### src/rtl/logic_pkg.sv
// Shared definitions for the bit-serial arithmetic blocks: FSM state encoding
// and the default operand width.
package logic_pkg;

  localparam int DEFAULT_WIDTH = 8;

  typedef enum logic [1:0] {
    IDLE = 2'b00,
    RUN  = 2'b01,
    FIN  = 2'b10
  } state_t;

endpackage

### src/rtl/serial_subtractor_full_subtractor.sv
// Gate-level subtractor cells: a half subtractor and a full subtractor
// built from two of them, with the two borrows ORed together.
module half_subtractor (
  input  logic Xi,
  input  logic Yi,
  output logic Di,
  output logic Bo
);
  assign Di = Xi ^ Yi;
  assign Bo = ~Xi & Yi;
endmodule

module full_subtractor (
  input  logic Xi,
  input  logic Yi,
  input  logic Bi,
  output logic Di,
  output logic Bi1
);
  logic w_d1;
  logic w_b1;
  logic w_b2;

  half_subtractor u_hs0 (
    .Xi (Xi),
    .Yi (Yi),
    .Di (w_d1),
    .Bo (w_b1)
  );

  // Second stage subtracts the incoming borrow from the partial difference.
  half_subtractor u_hs1 (
    .Xi (w_d1),
    .Yi (Bi),
    .Di (Di),
    .Bo (w_b2)
  );

  assign Bi1 = w_b1 | w_b2;
endmodule

### src/rtl/serial_subtractor.sv
// Bit-serial subtractor: D = A - B - BIN, LSB first, one bit per clock,
// with a start/busy/done handshake and a single registered borrow.
module serial_subtractor
  import logic_pkg::*;
#(
  parameter int WIDTH = DEFAULT_WIDTH,
  parameter int CNT_W = $clog2(WIDTH + 1)
) (
  input  logic             CLK,
  input  logic             RST_N,
  input  logic             START,
  input  logic [WIDTH-1:0] A,
  input  logic [WIDTH-1:0] B,
  input  logic             BIN,
  output logic             BUSY,
  output logic             DONE,
  output logic [WIDTH-1:0] D,
  output logic             BOUT
);

  state_t           r_state;
  logic [WIDTH-1:0] r_sha;
  logic [WIDTH-1:0] r_shb;
  logic [WIDTH-1:0] r_res;
  logic             r_br;
  logic [CNT_W-1:0] r_cnt;

  logic             w_d;
  logic             w_bo;
  logic [WIDTH-1:0] w_res_next;
  logic             w_last;

  full_subtractor u_fs (
    .Xi  (r_sha[0]),
    .Yi  (r_shb[0]),
    .Bi  (r_br),
    .Di  (w_d),
    .Bi1 (w_bo)
  );

  // Difference bits enter at the MSB so the LSB lands at bit 0 after WIDTH shifts.
  assign w_res_next = {w_d, r_res[WIDTH-1:1]};
  assign w_last     = (r_cnt == CNT_W'(WIDTH - 1));

  always_ff @(posedge CLK or negedge RST_N) begin
    if (!RST_N) begin
      r_state <= IDLE;
      r_sha   <= '0;
      r_shb   <= '0;
      r_res   <= '0;
      r_br    <= 1'b0;
      r_cnt   <= '0;
      BUSY    <= 1'b0;
      DONE    <= 1'b0;
      D       <= '0;
      BOUT    <= 1'b0;
    end else begin
      unique case (r_state)
        IDLE, FIN: begin
          DONE <= 1'b0;
          if (START) begin
            r_sha   <= A;
            r_shb   <= B;
            r_br    <= BIN;
            r_cnt   <= '0;
            BUSY    <= 1'b1;
            r_state <= RUN;
          end else begin
            BUSY    <= 1'b0;
            r_state <= IDLE;
          end
        end
        RUN: begin
          r_res <= w_res_next;
          r_sha <= r_sha >> 1;
          r_shb <= r_shb >> 1;
          r_br  <= w_bo;
          r_cnt <= r_cnt + CNT_W'(1);
          if (w_last) begin
            D       <= w_res_next;
            BOUT    <= w_bo;
            BUSY    <= 1'b0;
            DONE    <= 1'b1;
            r_state <= FIN;
          end
        end
        default: begin
          BUSY    <= 1'b0;
          DONE    <= 1'b0;
          r_state <= IDLE;
        end
      endcase
    end
  end

endmodule

### config.mk
export PLATFORM = sky130hd
export DESIGN_NAME = serial_subtractor
export DESIGN_NICKNAME = d
export VERILOG_FILES = /design/src/rtl/logic_pkg.sv /design/src/rtl/serial_subtractor_full_subtractor.sv /design/src/rtl/serial_subtractor.sv
export SDC_FILE = /design/constraint.sdc
export NUM_CORES = 1
export LEC_CHECK = 0
export CAP_MARGIN = 20
export CORE_MARGIN = 2
export CORE_UTILIZATION = 45
export DETAILED_ROUTE_END_ITERATION = 16
export PLACE_DENSITY = 0.73
export SLEW_MARGIN = 10
export SYNTH_ARGS = -nofsm -noshare
export SYNTH_HDL_FRONTEND = slang
export SYNTH_SLANG_ARGS = --single-unit
### constraint.sdc
create_clock -name CLK -period 1.6 [get_ports CLK]
set_input_delay 0.4 -clock CLK [delete_from_list [all_inputs] [get_ports CLK]]
set_output_delay 0.4 -clock CLK [all_outputs]
set_load 0.005 [all_outputs]
# == Word level (Yosys, flattened, before mapping) ==
# Index checks and enable logic that the tools add are counted.
# W data, S select, Z words.
# totals
register_bits,42
latchBits,0
ramBits,0
mem_bits_ro,0
input_bits,20
out_inout_bits,11
word_cells,44
memories,0
# classes
n_addsub,1
n_mul,0
div_mod_pow,0
n_lt_le_gt_ge,0
eq_ne,5
shifts,0
n_mux,16
bitwise_logic,7
n_reduce_logical,5
# op_table
operator,count
$pmux W8 S2,2
$mux W8,2
$pmux W4 S2,1
$mux W1,6
$add A4 B1 Y4 const B,1
$eq A4 B3 Y1 const B,1
$mux W4,1
$ne A2 B2 Y1 const B,2
$pmux W1 S2,2
$pmux W2 S2,1
$reduce_and A2 Y1,2
$and A1 B1 Y1,2
$eq A2 B1 Y1 const B,1
$eq A2 B2 Y1 const B,1
$logic_not A2 Y1,1
$mux W2,1
$not A1 Y1,2
$reduce_bool A2 Y1,1
$reduce_or A2 Y1,1
$xor A1 B1 Y1,2
$or A1 B1 Y1,1

# == Depth between registers and ports, before layout ==
# Gate-level depths: netlist (run 1).
# depth
word_depth,5
depth_mapped,5
ltp_nobuf,4

# == Modules after synthesis ==
# From an unflattened synthesis (run 1), not the netlist that was laid out.
# hier_totals
hier_cells,118
hier_area_um2,1699.1
# by_module_without_submodules
module,n_inst,cells_each,area_per_inst_um2,seq_area_each_um2
serial_subtractor,1,111,1652.8,975.9
half_subtractor,2,3,20.0,0.0
full_subtractor,1,1,6.3,0.0

# == Worst setup path before layout (run 1) ==
# Ideal clock, no wire load.
# synth_path
path_type,register to register
startpoint,"reg, netlist name DONE"
endpoint,reg D[0]
t_arrival_ns,1.373
t_required_ns,1.475
path_slack_ns,0.103
stages_incl_launch_ff,5
n_path_buf,1
path_cell_list,dfrtp_1 nand2b_1 buf_6 nor3_4 mux2_2
# synth_rtl
element,line,source
"end signal, assigned",serial_subtractor.sv:80,D <= w_res_next;
"end, declared",serial_subtractor.sv:17,"output logic [WIDTH-1:0] D,"

# == Final worst setup path (run 1) ==
# layout_path
startpoint,reg r_cnt[1]
endpoint,reg D[1]
# layout_between
elab_chain_cells,2
# layout_rtl
element,line,source
"start, declared",serial_subtractor.sv:26,logic [CNT_W-1:0] r_cnt;
"start signal, assigned",serial_subtractor.sv:78,r_cnt <= r_cnt + CNT_W'(1);
$eq A4 B3 Y1,serial_subtractor.sv:43,assign w_last = (r_cnt == CNT_W'(WIDTH - 1));
$reduce_and A2 Y1 (no source line),-,
# No other way between the ends.
# A chain may end at the register's enable or synchronous reset.

==> flow_summary.ini, run 1 <==
[run_status]
status = finished clean

[floorplanning]
die_area_sq_um = 4110
die_y_um = 64.1
core_sq_um = 3420
ios = 31
rows = 21
initial_core_util_pct = 47.7
die_w_um = 64.1

[global_route]
grt_overflow = 0
grt.total_usage_pct = 17.8
antenna_found_initial = 0
grt_pass1_vias = 1225
grt_max_degree = 33
grt_first_pass_wirelength_um = 5590

[place]
gp_congestion = 0.783
io_buffer_count = 30
place_ws_ns = -0.0660
numPlacedInstances = 223
dpl.hpwl_um = 2220

[clocking]
cts-root-buf = clkbuf_4
clock_path_buffers = 2
cts_made_buffers = 5
cts_tree = yes
clock_latency_ns = 0.34
htreeDepth = 2
clkTransAtPathRegs_ns = 0.10
cts_num_sinks = 39

[power_and_ir_drop]
clkPwrFrac_pct = 13.1
p_comb_share_pct = 42.3
intPower_mw = 2.48
ir_drop_v = 0.000677
switching_share_pct = 35.1
power_density_nw_per_um2 = 1790
p_sw_mw = 1.35
p_seq_share_pct = 44.6
p_total_mw = 3.83
p_leak_nw = 1.04

[setup_path]
r2r_end = D[1]$_DFFE_PN0P_
critPathCapture = D[1]$_DFFE_PN0P_
arrival_ns = 1.72
crit_path_start_kind = flip-flop
r2r-start = r_cnt[1]$_DFFE_PN0P_
worstPathRequired_ns = 1.83
critPathKind = flip-flop to flip-flop
worstSetupStartpoint = r_cnt[1]$_DFFE_PN0P_
endpoint_kind = flip-flop
regToRegSetupSlack_ns = 0.11
ff2ff_path_depth = 5
path_max_fanout = 10

[cells_and_area]
final_core_util_pct = 62.7
final_cells = 236
antenna_cells = 0
area_growth_pct = 31.5
num-nets-final = 212
drive_gt1_share_pct = 17.4

[timing]
period_needed_ns = 1.49
fmax_ghz = 0.670
tightest_slew_ns = 0.327
skew_ns = 0.00481
slew_viol_final = 0
fin_crit_sh_pct = 93.2
setup_viol_count_final = 0
relSlewSlack_pct = 78.1
hold_viol_final = 0
rsz0062_at_grt = no
timing.final.ws_setup_ns = 0.108

[route]
drc = 0
drt_pass1_iterations = 4
dr_total_vias = 1250
ant_nets = 0
wire_per_inst_um = 13.4
first_iter_violations = 64
routed_wl_um = 3160
viasPerCell = 5.30

[yosys]
yosysSeqAreaShare_pct = 60.0
syn_area_sq_um = 1630
syn_inst = 147
synth.distinct_cells = 23
postSynthAreaPerCell_sq_um = 11.1
syn_nets = 169
synth.ff_latch_count = 39
ys.warnings.count = 0

[min_path]
hold_class = primary input to async pin

[flow_run]
maxCapViolCount = 0
power groups by stage:
stage	registers [mW]	logic, mW	clock network [mW]
5_1_grt	1.77	1.82	0.578
6_report	1.71	1.62	0.501
2_1_floorplan	1.69	1.01	0
4_1_cts	1.71	1.60	0.525
3_5_place_dp	1.74	1.63	0
3_3_place_gp	1.72	1.57	0
worst max-delay path, stage by stage (launching register included):
cell and delay, ns:
dfrtp_1 0.40, ha_2 0.20, nand2_1 0.09, nor3_4 0.21
buf_12 0.16, mux2_2 0.33
cells in the mapped netlist:
| cell type | n | area, sq um |
|---|---|---|
| a22o_1 | 4 | 35.0 |
| nand2_1 | 37 | 139 |
| buf_2 | 3 | 15.0 |
| mux2i_1 | 3 | 30.0 |
| nor2b_1 | 2 | 12.5 |
| nor3_4 | 1 | 16.3 |
| nor2_1 | 2 | 7.51 |
| nand3_1 | 14 | 70.1 |
| a22oi_1 | 13 | 97.6 |
| fa_1 | 1 | 20.0 |
| nor3_1 | 1 | 5.00 |
| and2b_1 | 1 | 7.51 |
| clkbuf_1 | 5 | 18.8 |
| buf_1 | 1 | 3.75 |
| nand2b_1 | 2 | 12.5 |
| nand4_1 | 1 | 6.26 |
| mux2_2 | 8 | 90.1 |
| buf_6 | 1 | 11.3 |
| ha_1 | 1 | 12.5 |
| o21ai_0 | 2 | 10.0 |
| a221o_1 | 2 | 20.0 |
| inv_1 | 3 | 11.3 |
| dfrtp_1 | 39 | 976 |
metal layers:
layer	track usage, %	share of wire [%]	vias to the layer above	routed length [um]
met5	0	0	-	0
met4	5.32	1.2	0	39
met3	5.81	6.3	5	198
met2	28.9	47	45	1490
met1	22.8	45	609	1430
li1	-	-	591	-
cell families (layout without fill, tap and decap cells):
group                    Yosys count  after routing  share of synthesized area (%)
AND/OR/NAND/NOR                   61             61                           17.0
multiplexers                      11             11                           7.38
adder cells (fa/ha/maj)            2              2                           2.00
buffers and inverters             13             56                           3.69
flip-flops                        39             39                           60.0
AO/OA/AOI/OAI                     21             21                           9.99
per-stage QoR:
step / cell area, sq um / hold WS, ns / TNS [ns]
finish: 2140 / 0.435 / 0
global placement: 2040 / 0.256 / -0.0936
global route: 2140 / 0.424 / 0
CTS: 2120 / 0.422 / 0
floorplan: 1630 / 0.104 / 0
detailed placement: 2040 / 0.261 / -0.423
state kept, by name, indices dropped and copies added, names as in the netlist:
| register | cells |
|---|---|
| r_cnt | 4 |
| DONE | 1 |
| D | 8 |
| r_res | 7 |
| BOUT | 1 |
| r_shb | 8 |
| r_sha | 8 |
| r_br | 1 |
| r_state | 1 |
worst min-delay path by stage:
stage | startpoint | endpoint | slack (ns) | depth (start not counted)
after floorplan | RST_N | BOUT$_DFFE_PN0P_ | 0.10 | 0
after global placement | RST_N | D[0]$_DFFE_PN0P_ | 0.26 | 1
after detailed placement | RST_N | D[0]$_DFFE_PN0P_ | 0.26 | 1
after CTS | RST_N | r_state[0]$_DFFE_PN0P_ | 0.42 | 2
after global routing | RST_N | r_cnt[3]$_DFFE_PN0P_ | 0.42 | 2
final | RST_N | r_cnt[3]$_DFFE_PN0P_ | 0.43 | 2
cell type report:
| type | count | area [sq um] |
|---|---|---|
| clock buffer | 6 | 51.3 |
| sequential | 39 | 976 |
| fill | 297 | 1270 |
| inverter | 3 | 11.3 |
| tap | 46 | 57.6 |
| multi-input combinational | 95 | 594 |
| timing repair buffer | 46 | 445 |
| clock inverter | 1 | 5.00 |
cells in the final DEF, fill, tap and decap left out, drive strengths merged:
cell type      count
a221o              2
a22o               4
a22oi             13
and2b              1
buf               16
clkbuf             6
clkdlybuf4s50     18
clkinv             1
dfrtp             39
dlygate4sd2       10
dlygate4sd3        1
dlymetal6s2s       1
fa                 1
ha                 1
inv                3
mux2               8
mux2i              3
nand2             37
nand2b             2
nand3             14
nand4              1
nor2               2
nor2b              2
nor3               2
o21ai              2
timing repair:
item	CTS	global route
gates cloned	0	0
resized for setup	10	2
pin swaps	0	1
endpoints found under the setup margin	10	4
buffers inserted	3	2
hold endpoints to repair	7	0
hold buffers	1	0
(Power assumes the default switching activity.)
==> run 2: changes to the inputs <==
Settings changed: CTS_CLUSTER_SIZE set to 30, GPL_TIMING_DRIVEN set to 0.
==> flow_summary.ini, run 2 (synthesized netlist as in run 1, its figures left out) <==
[run_status]
status = finished clean

[power_and_ir_drop]
intPower_mw = 2.49
p_total_mw = 3.93
clkPwrFrac_pct = 12.7
p_comb_share_pct = 43.6
ir_drop_v = 0.000665
switching_share_pct = 36.6
p_sw_mw = 1.44
p_leak_nw = 1.05
power_density_nw_per_um2 = 1800
p_seq_share_pct = 43.7

[floorplanning]
rows = 21
initial_core_util_pct = 47.7
die_y_um = 64.1
ios = 31
die_w_um = 64.1
die_area_sq_um = 4110
core_sq_um = 3420

[route]
wire_per_inst_um = 14.6
ant_nets = 0
drc = 0
first_iter_violations = 48
routed_wl_um = 3530
dr_total_vias = 1259
drt_pass1_iterations = 5
viasPerCell = 5.20

[place]
place_ws_ns = -0.375
numPlacedInstances = 224
gp_congestion = 0.804
dpl.hpwl_um = 2360
io_buffer_count = 30
place_area_sq_um = 2000

[cells_and_area]
design_area_sq_um = 2180
final_cells = 242
drive_gt1_share_pct = 19.4
final_core_util_pct = 63.9
area_growth_pct = 34.1
largestRegisters = D x8, r_sha x8, r_shb x8
final_common_cell = dfrtp_1
final_cell_mix = dfrtp_1, nand2_1, clkdlybuf4s50_1, nand3_1, a22oi_1
antenna_cells = 0
num-nets-final = 217

[timing]
tightest_slew_ns = 0.460
hold_viol_final = 0
skew_ns = 0.0103
worst_hold_slack_ns = 0.424
fin_setup_tns_ns = 0
fmax_ghz = 0.637
setup_viol_count_final = 0
fin_crit_sh_pct = 98.2
period_needed_ns = 1.57
relSlewSlack_pct = 69.4
slew_viol_final = 0
timing.final.ws_setup_ns = 0.0293

[global_route]
antenna_found_initial = 0
grt_pass1_vias = 1189
grt.total_usage_pct = 18.3
grt_max_degree = 33
grt_overflow = 0
grt_first_pass_wirelength_um = 5660

[clocking]
clock_latency_ns = 0.35
cts-root-buf = clkbuf_4
clkTransAtPathRegs_ns = 0.12
cts_num_sinks = 39
cts_made_buffers = 5
htreeDepth = 2
clock_path_buffers = 2
cts_tree = yes

[setup_path]
crit_path_start_kind = flip-flop
worstPathRequired_ns = 1.85
critPathKind = flip-flop to flip-flop
arrival_ns = 1.82
ff2ff_path_depth = 5
path_max_fanout = 5
endpoint_kind = flip-flop

[min_path]
hold_class = primary input to async pin

[flow_run]
maxCapViolCount = 0
-- run 2: changes by cell type in the layout (fill, tap and decap cells not counted), moves of 2 or more --
cell        delta
buf_2          +4
buf_4          -4
clkbuf_1       +3
clkinvlp_4     +2
mux2_2         -3
mux2_4         +3
-- run 2: layout make-up --
| type | count | area, sq um |
|---|---|---|
| fill | 297 | 1230 |
| sequential | 39 | 976 |
| multi-input combinational | 95 | 616 |
| timing repair buffer | 42 | 417 |
| tap | 46 | 57.6 |
| buffer | 9 | 47.5 |
| clock buffer | 5 | 37.5 |
| clock inverter | 3 | 20.0 |
| inverter | 3 | 11.3 |
-- run 2: power groups by stage --
stage	combinational (mW)	clock, mW	sequential (mW)
global route	1.92	0.575	1.78
global placement	1.53	0	1.71
floorplan	1.01	0	1.69
detailed placement	1.61	0	1.74
CTS	1.59	0.516	1.71
finish	1.72	0.499	1.72
-- run 2: critical path, cell delays in order, from the launching register on --
cell and delay (ns):
dfrtp_1 0.39, ha_2 0.21, nand2_2 0.08, nor3_4 0.29, clkbuf_16 0.21, mux2_4 0.29
-- run 2: path summary, 6_finish.rpt --
path                                      startpoint                    to  slack [ns]
min in group CLK                r_res[1]$_DFFE_PN0P_  r_res[1]$_DFFE_PN0P_        0.49
max in group asynchronous                      RST_N  r_cnt[2]$_DFFE_PN0P_        0.75
worst max-delay path            r_cnt[0]$_DFFE_PN0P_      D[3]$_DFFE_PN0P_        0.03
worst max register to register  r_cnt[0]$_DFFE_PN0P_      D[3]$_DFFE_PN0P_        0.03
worst min-delay path                           RST_N      D[0]$_DFFE_PN0P_        0.42
worst min register to register  r_res[1]$_DFFE_PN0P_  r_res[1]$_DFFE_PN0P_        0.49
-- run 2: timing repair --
item / 4_1_cts / 5_1_grt
pin swaps: 1 / 1
gates resized for setup: 12 / 8
endpoints found under the hold margin: 7 / 0
setup buffers: 4 / 6
hold buffers: 1 / 0
cloned: 0 / 1
endpoints found under the setup margin: 20 / 22
-- run 2: routing by layer --
metal  GRT usage (%)  wire length (um)
met2            29.7              1720
met1            23.2              1480
met3            5.81               253
met5               0                 0
met4            6.38                71
==> run 3: changes to the inputs <==
Settings changed: GPL_ROUTABILITY_DRIVEN set to 0.
==> results of run 3 <==
No change in the layout: final DEF, timing and power equal those of run 2.
==> patch 1 (flow settings as in run 3) <==
Reset style: synchronous (`RST_N`), changed in one clocked block.
--- a/src/rtl/serial_subtractor.sv
+++ b/src/rtl/serial_subtractor.sv
@@ -42,7 +42,7 @@
   assign w_res_next = {w_d, r_res[WIDTH-1:1]};
   assign w_last     = (r_cnt == CNT_W'(WIDTH - 1));
 
-  always_ff @(posedge CLK or negedge RST_N) begin
+  always_ff @(posedge CLK) begin
     if (!RST_N) begin
       r_state <= IDLE;
       r_sha   <= '0;
Function: differs if RST_N is asserted again (counterexample within 4 cycles, from zero or initial values and one cycle with RST_N low); with RST_N held inactive, the same outputs for 10 cycles.
==> patch 1 against run 3 <==
- synthesized area up 1.1%
- sequential cell count up 1
- routed wire length up 8.7%
- register-to-register slack better by 0.20 ns
- final area down 0.63%
- non-clock buffer count unchanged
- setup slack better by 0.061 ns
- largest cell class unchanged
Power is not compared: it rests on default switching activity, and its combinational part moved more than twofold at a synthesized area within 25%.
==> patch 1: results (changes against run 3) <==
status: "complete, no violations"  # unchanged
r2r_start: "r_state[0]"  # was r_cnt[0]
synth.area.top_cells: "dfxtp_1 49%, a21oi_1 11%, nand3_1 8.5%"  # was dfrtp_1 60%, nand2_1 8.5%, a22oi_1 6.0%
cts_htree_levels: 2  # unchanged
biggestRegsByFlops: "D x8, r_sha x8, r_shb x8"  # unchanged
tightest_slew_ns: 0.479  # was 0.460 ns
slew_violations: 0  # unchanged
cp.arrival_ns: 1.75  # was 1.82 ns
grt_usage: 0.191  # was 0.183
cp_max_fo: 10  # was 5
hold_class: "flop to flop"  # was primary input to asynchronous set/reset pin
place_hpwl_um: 2560  # was 2360 µm
post_dp_cell_area_um2: 2000  # about the same
crit_start: "RST_N"  # was r_cnt[0]
numCtsBuffers: 5  # unchanged
clock_latency_ns: 0.35  # about the same
synth_nets: 206  # was 169
yosys_warnings: 0  # unchanged
skew_ns: 0.0108  # was 0.0103 ns
synth-seq-area-share: 0.487  # was 0.600
p_leak_nw: 0.956
io_buffers: 30  # unchanged
nets: 247  # was 217
drt_iter0_drc: 80  # was 48
via_count: 1462  # was 1259
routed_wl_um: 3840  # was 3530 µm
grt_max_degree: 13  # was 33
reg2reg_slack_ns: 0.23  # was 0.03 ns
r2r.worst_path.cells: 6  # was 5
cts_tree: "yes"  # unchanged
synth-main-ff-cell: "dfxtp_1"  # was dfrtp_1
antennaDiodeCount: 0  # unchanged
rr_endpoint: "r_shb[2]"  # was D[3]
grt_pass1_vias: 1406  # was 1189
hp-start: "r_res[6]"
die_w_um: 64.5  # was 64.1 µm
synthTopCellsByCount: "40 x dfxtp_1, 37 x a21oi_1, 28 x nand3_1"  # was 39 x dfrtp_1, 37 x nand2_1, 14 x nand3_1
synth_cell_types: 27  # was 23
drive_gt1_frac: 0.177  # was 0.194
critPathCapture: "r_sha[5]"  # was D[3]
async_flop_share: 0  # was 1.00
root_buffer: "clkbuf_4"  # unchanged
dr.pass1.iters: 4  # was 5
fillers: 315  # was 297
grt_pass1_wl_um: 6200  # was 5660 µm
-- patch 1: how the worst min path moves through the flow --
stage               depth (start not counted)        to  slack, ns
CTS                                         2  r_res[5]       0.48
global route                                2  r_res[5]       0.48
detailed placement                          2  r_res[1]       0.46
floorplan                                   2  r_res[1]       0.44
finish                                      2  r_res[5]       0.47
global placement                            2  r_res[1]       0.45
-- patch 1: layout make-up --
type	instances	area [µm²]	area share
Tap cell	46	57.6	0.0265
Clock buffer	7	65.1	0.0300
Timing Repair Buffer	34	354	0.163
Sequential cell	40	817	0.377
Inverter	3	11.3	0.00519
Buffer	17	125	0.0577
Clock inverter	1	30.0	0.0138
Multi-Input combinational cell	124	708	0.327
-- patch 1: logic make-up after synthesis --
kind of cell,share of synthesized area
compound gates,0.223
fa+ha+maj,0.0198
buf+inv,0.0829
simple gates,0.173
flops,0.487
mux,0.0152
-- patch 1: what timing repair did --
action,4_1_cts,5_1_grt
buffers inserted,1,3
resized for setup,11,12
setup endpoints to repair,9,11
-- patch 1: worst max-delay path, cell delays in order --
cell and delay [ns]:
clkdlybuf4s50_1 0.45, inv_1 0.11, clkbuf_1 0.39, buf_2 0.32, a21oi_1 0.07
-- patch 1: through the flow --
step,std cells,util,hold slack (ns),setup WS (ns)
CTS,269,0.620,0.475,0.000543
global placement,260,0.586,0.447,-0.215
floorplan,184,-,0.437,0.436
global route,272,0.635,0.481,0.00939
detailed placement,260,0.586,0.459,-0.276
finish,272,0.635,0.471,0.0902
-- patch 1: where the power goes --
part | total (mW) | switching, mW | internal [mW]
Clock | 0.744 | 0.329 | 0.415
Combinational | 0.273 | 0.141 | 0.132
Sequential | 1.06 | 0.0223 | 1.03
Total | 2.07 | 0.492 | 1.58
-- patch 1: layer usage --
metal	wire [µm]	global-route usage	vias to the layer above
met5	0	0	-
met4	40	0.0665	0
li1	-	-	733
met2	1870	0.331	30
met3	177	0.0469	6
met1	1750	0.232	693
==> patch 2 (config.mk and constraints of run 3) <==
Without the edit above. `DEFAULT_WIDTH`: 8 -> 4.
--- a/src/rtl/logic_pkg.sv
+++ b/src/rtl/logic_pkg.sv
@@ -2,7 +2,7 @@
 // and the default operand width.
 package logic_pkg;
 
-  localparam int DEFAULT_WIDTH = 8;
+  localparam int DEFAULT_WIDTH = 4;
 
   typedef enum logic [1:0] {
     IDLE = 2'b00,
Ports: changed (resized A, B and D); port bits go from 31 to 19. The function was not compared with the original's and may differ.
==> patch 2 against run 3 <==
- sequential share of layout area decreased by 5.2 points
- sequential cell count is 16 lower
- power decreased by 34%
- global-route usage shrank 2.8 points
- cell count is 38% lower
- combinational power decreased by 27%
- routed wire length shrank 39%
- synthesized area shrank 28%
- setup slack improved by 0.15 ns
- maximum frequency grew 11%
- non-clock buffer count fell by 24
- via count down 38%
- final area shrank 33%
==> patch 2: results (changes against run 3) <==
cp_max_fo: 7  # was 5
post_dp_cell_area_um2: 1380  # was 2000 µm²
dr.pass1.iters: 3  # was 5
seq_area_frac: 0.395  # was 0.447
regArea_um2: 576  # was 976 µm²
async_flop_share: 1.00  # unchanged
post-place-ws_ns: -0.0764  # was -0.375 ns
status: "complete, no violations"  # unchanged
fillers: 222  # was 297
max_stage_delay_ns: 0.43  # was 0.39 ns
p_sw_frac: 0.350  # was 0.366
ys_ff_latch: 23  # was 39
via_count: 777  # was 1259
antennaDiodeCount: 0  # unchanged
comb-power_mw: 1.26  # was 1.72 mW
cp.arrival_ns: 1.63  # was 1.82 ns
critPathCapture: "D[0]"  # was D[3]
grt_pass1_wl_um: 3220  # was 5660 µm
place_hpwl_um: 1440  # was 2360 µm
routedWlPerCell_um: 14.5  # was 14.6 µm
viasPerCell: 5.21  # was 5.20
reg2reg_slack_ns: 0.18  # was 0.03 ns
multi_input_cells: 60  # was 95
synth.area.top_cells: "dfrtp_1 49%, mux2i_1 8.6%, mux2_4 5.1%"  # was dfrtp_1 60%, nand2_1 8.5%, a22oi_1 6.0%
grt_max_degree: 24  # was 33
synth-seq-area-share: 0.493  # was 0.600
whs_ns: 0.351  # was 0.424 ns
multi_input_area_um2: 513  # was 616 µm²
grt_usage: 0.155  # was 0.183
dp.cells: 141  # was 224
root_buffer: "clkbuf_4"  # unchanged
synthTopCellsByCount: "23 x dfrtp_1, 10 x mux2i_1"  # was 39 x dfrtp_1, 37 x nand2_1, 14 x nand3_1
tightest_slew_ns: 0.365  # was 0.460 ns
pg_seq_mw: 1.04  # was 1.72 mW
skew_ns: 0.0100  # was 0.0103 ns
p_per_area_nw_per_um2: 1770  # was 1800 nW/µm²
n_all_inverters: 5  # was 3
io_buffers: 17  # was 30
numCtsBuffers: 3  # was 5
fmax_mhz: 706  # was 637 MHz
buffers_excl_clock: 27  # was 51
synth_nets: 109  # was 169
cts_htree_levels: 1  # was 2
drt_iter0_drc: 6  # was 48
drive_gt1_frac: 0.235  # was 0.194
clock_area_frac: 0.0189  # was 0.0264
grt_pass1_vias: 728  # was 1189
syn_avg_cell_area_um2: 12.4  # was 11.1 µm²
clock_latency_ns: 0.32  # was 0.35 ns
ir_drop_mv: 1.26  # was 0.665 mV
buf_share: 0.196  # was 0.213
biggestRegsByFlops: "D x4, r_sha x4, r_shb x4"  # was D x8, r_sha x8, r_shb x8
p_leak_nw: 0.752  # was 1.05 nW
r2r.worst_path.cells: 4  # was 5
synth_cell_types: 25  # was 23
worst_setup_path_start_kind: "flop"  # unchanged
## patch 2: changes by cell type in the layout (fill, tap and decap cells not counted), sizes merged, moves of 5 or more
cell / change
clkbuf: -7
mux2i: +7
buf: -6
dlygate4sd2: -11
a211oi: +5
dfrtp: -16
dlymetal6s2s: +7
a22oi: -13
nand3: -12
clkdlybuf4s50: -8
a21oi: +7
nand2: -32
## patch 2: metal layers
metal / share of wire / GRT usage
met1: 0.42 / 0.194
met5: 0 / 0
met3: 0.045 / 0.0269
met2: 0.51 / 0.260
met4: 0.017 / 0.0732
## patch 2: cells by family after synthesis
| family | share of synthesized area |
|---|---|
| adder cells (fa/ha/maj) | 0.0386 |
| XOR/XNOR | 0.00750 |
| AO/OA/AOI/OAI | 0.129 |
| AND/OR/NAND/NOR | 0.0890 |
| buffers and inverters | 0.0675 |
| flip-flops | 0.493 |
| multiplexers | 0.176 |
## patch 2: what timing repair did
action / CTS / global route
cloned: 0 / 0
gates resized for setup: 0 / 7
setup buffers: 1 / 2
setup endpoints to repair: 1 / 7
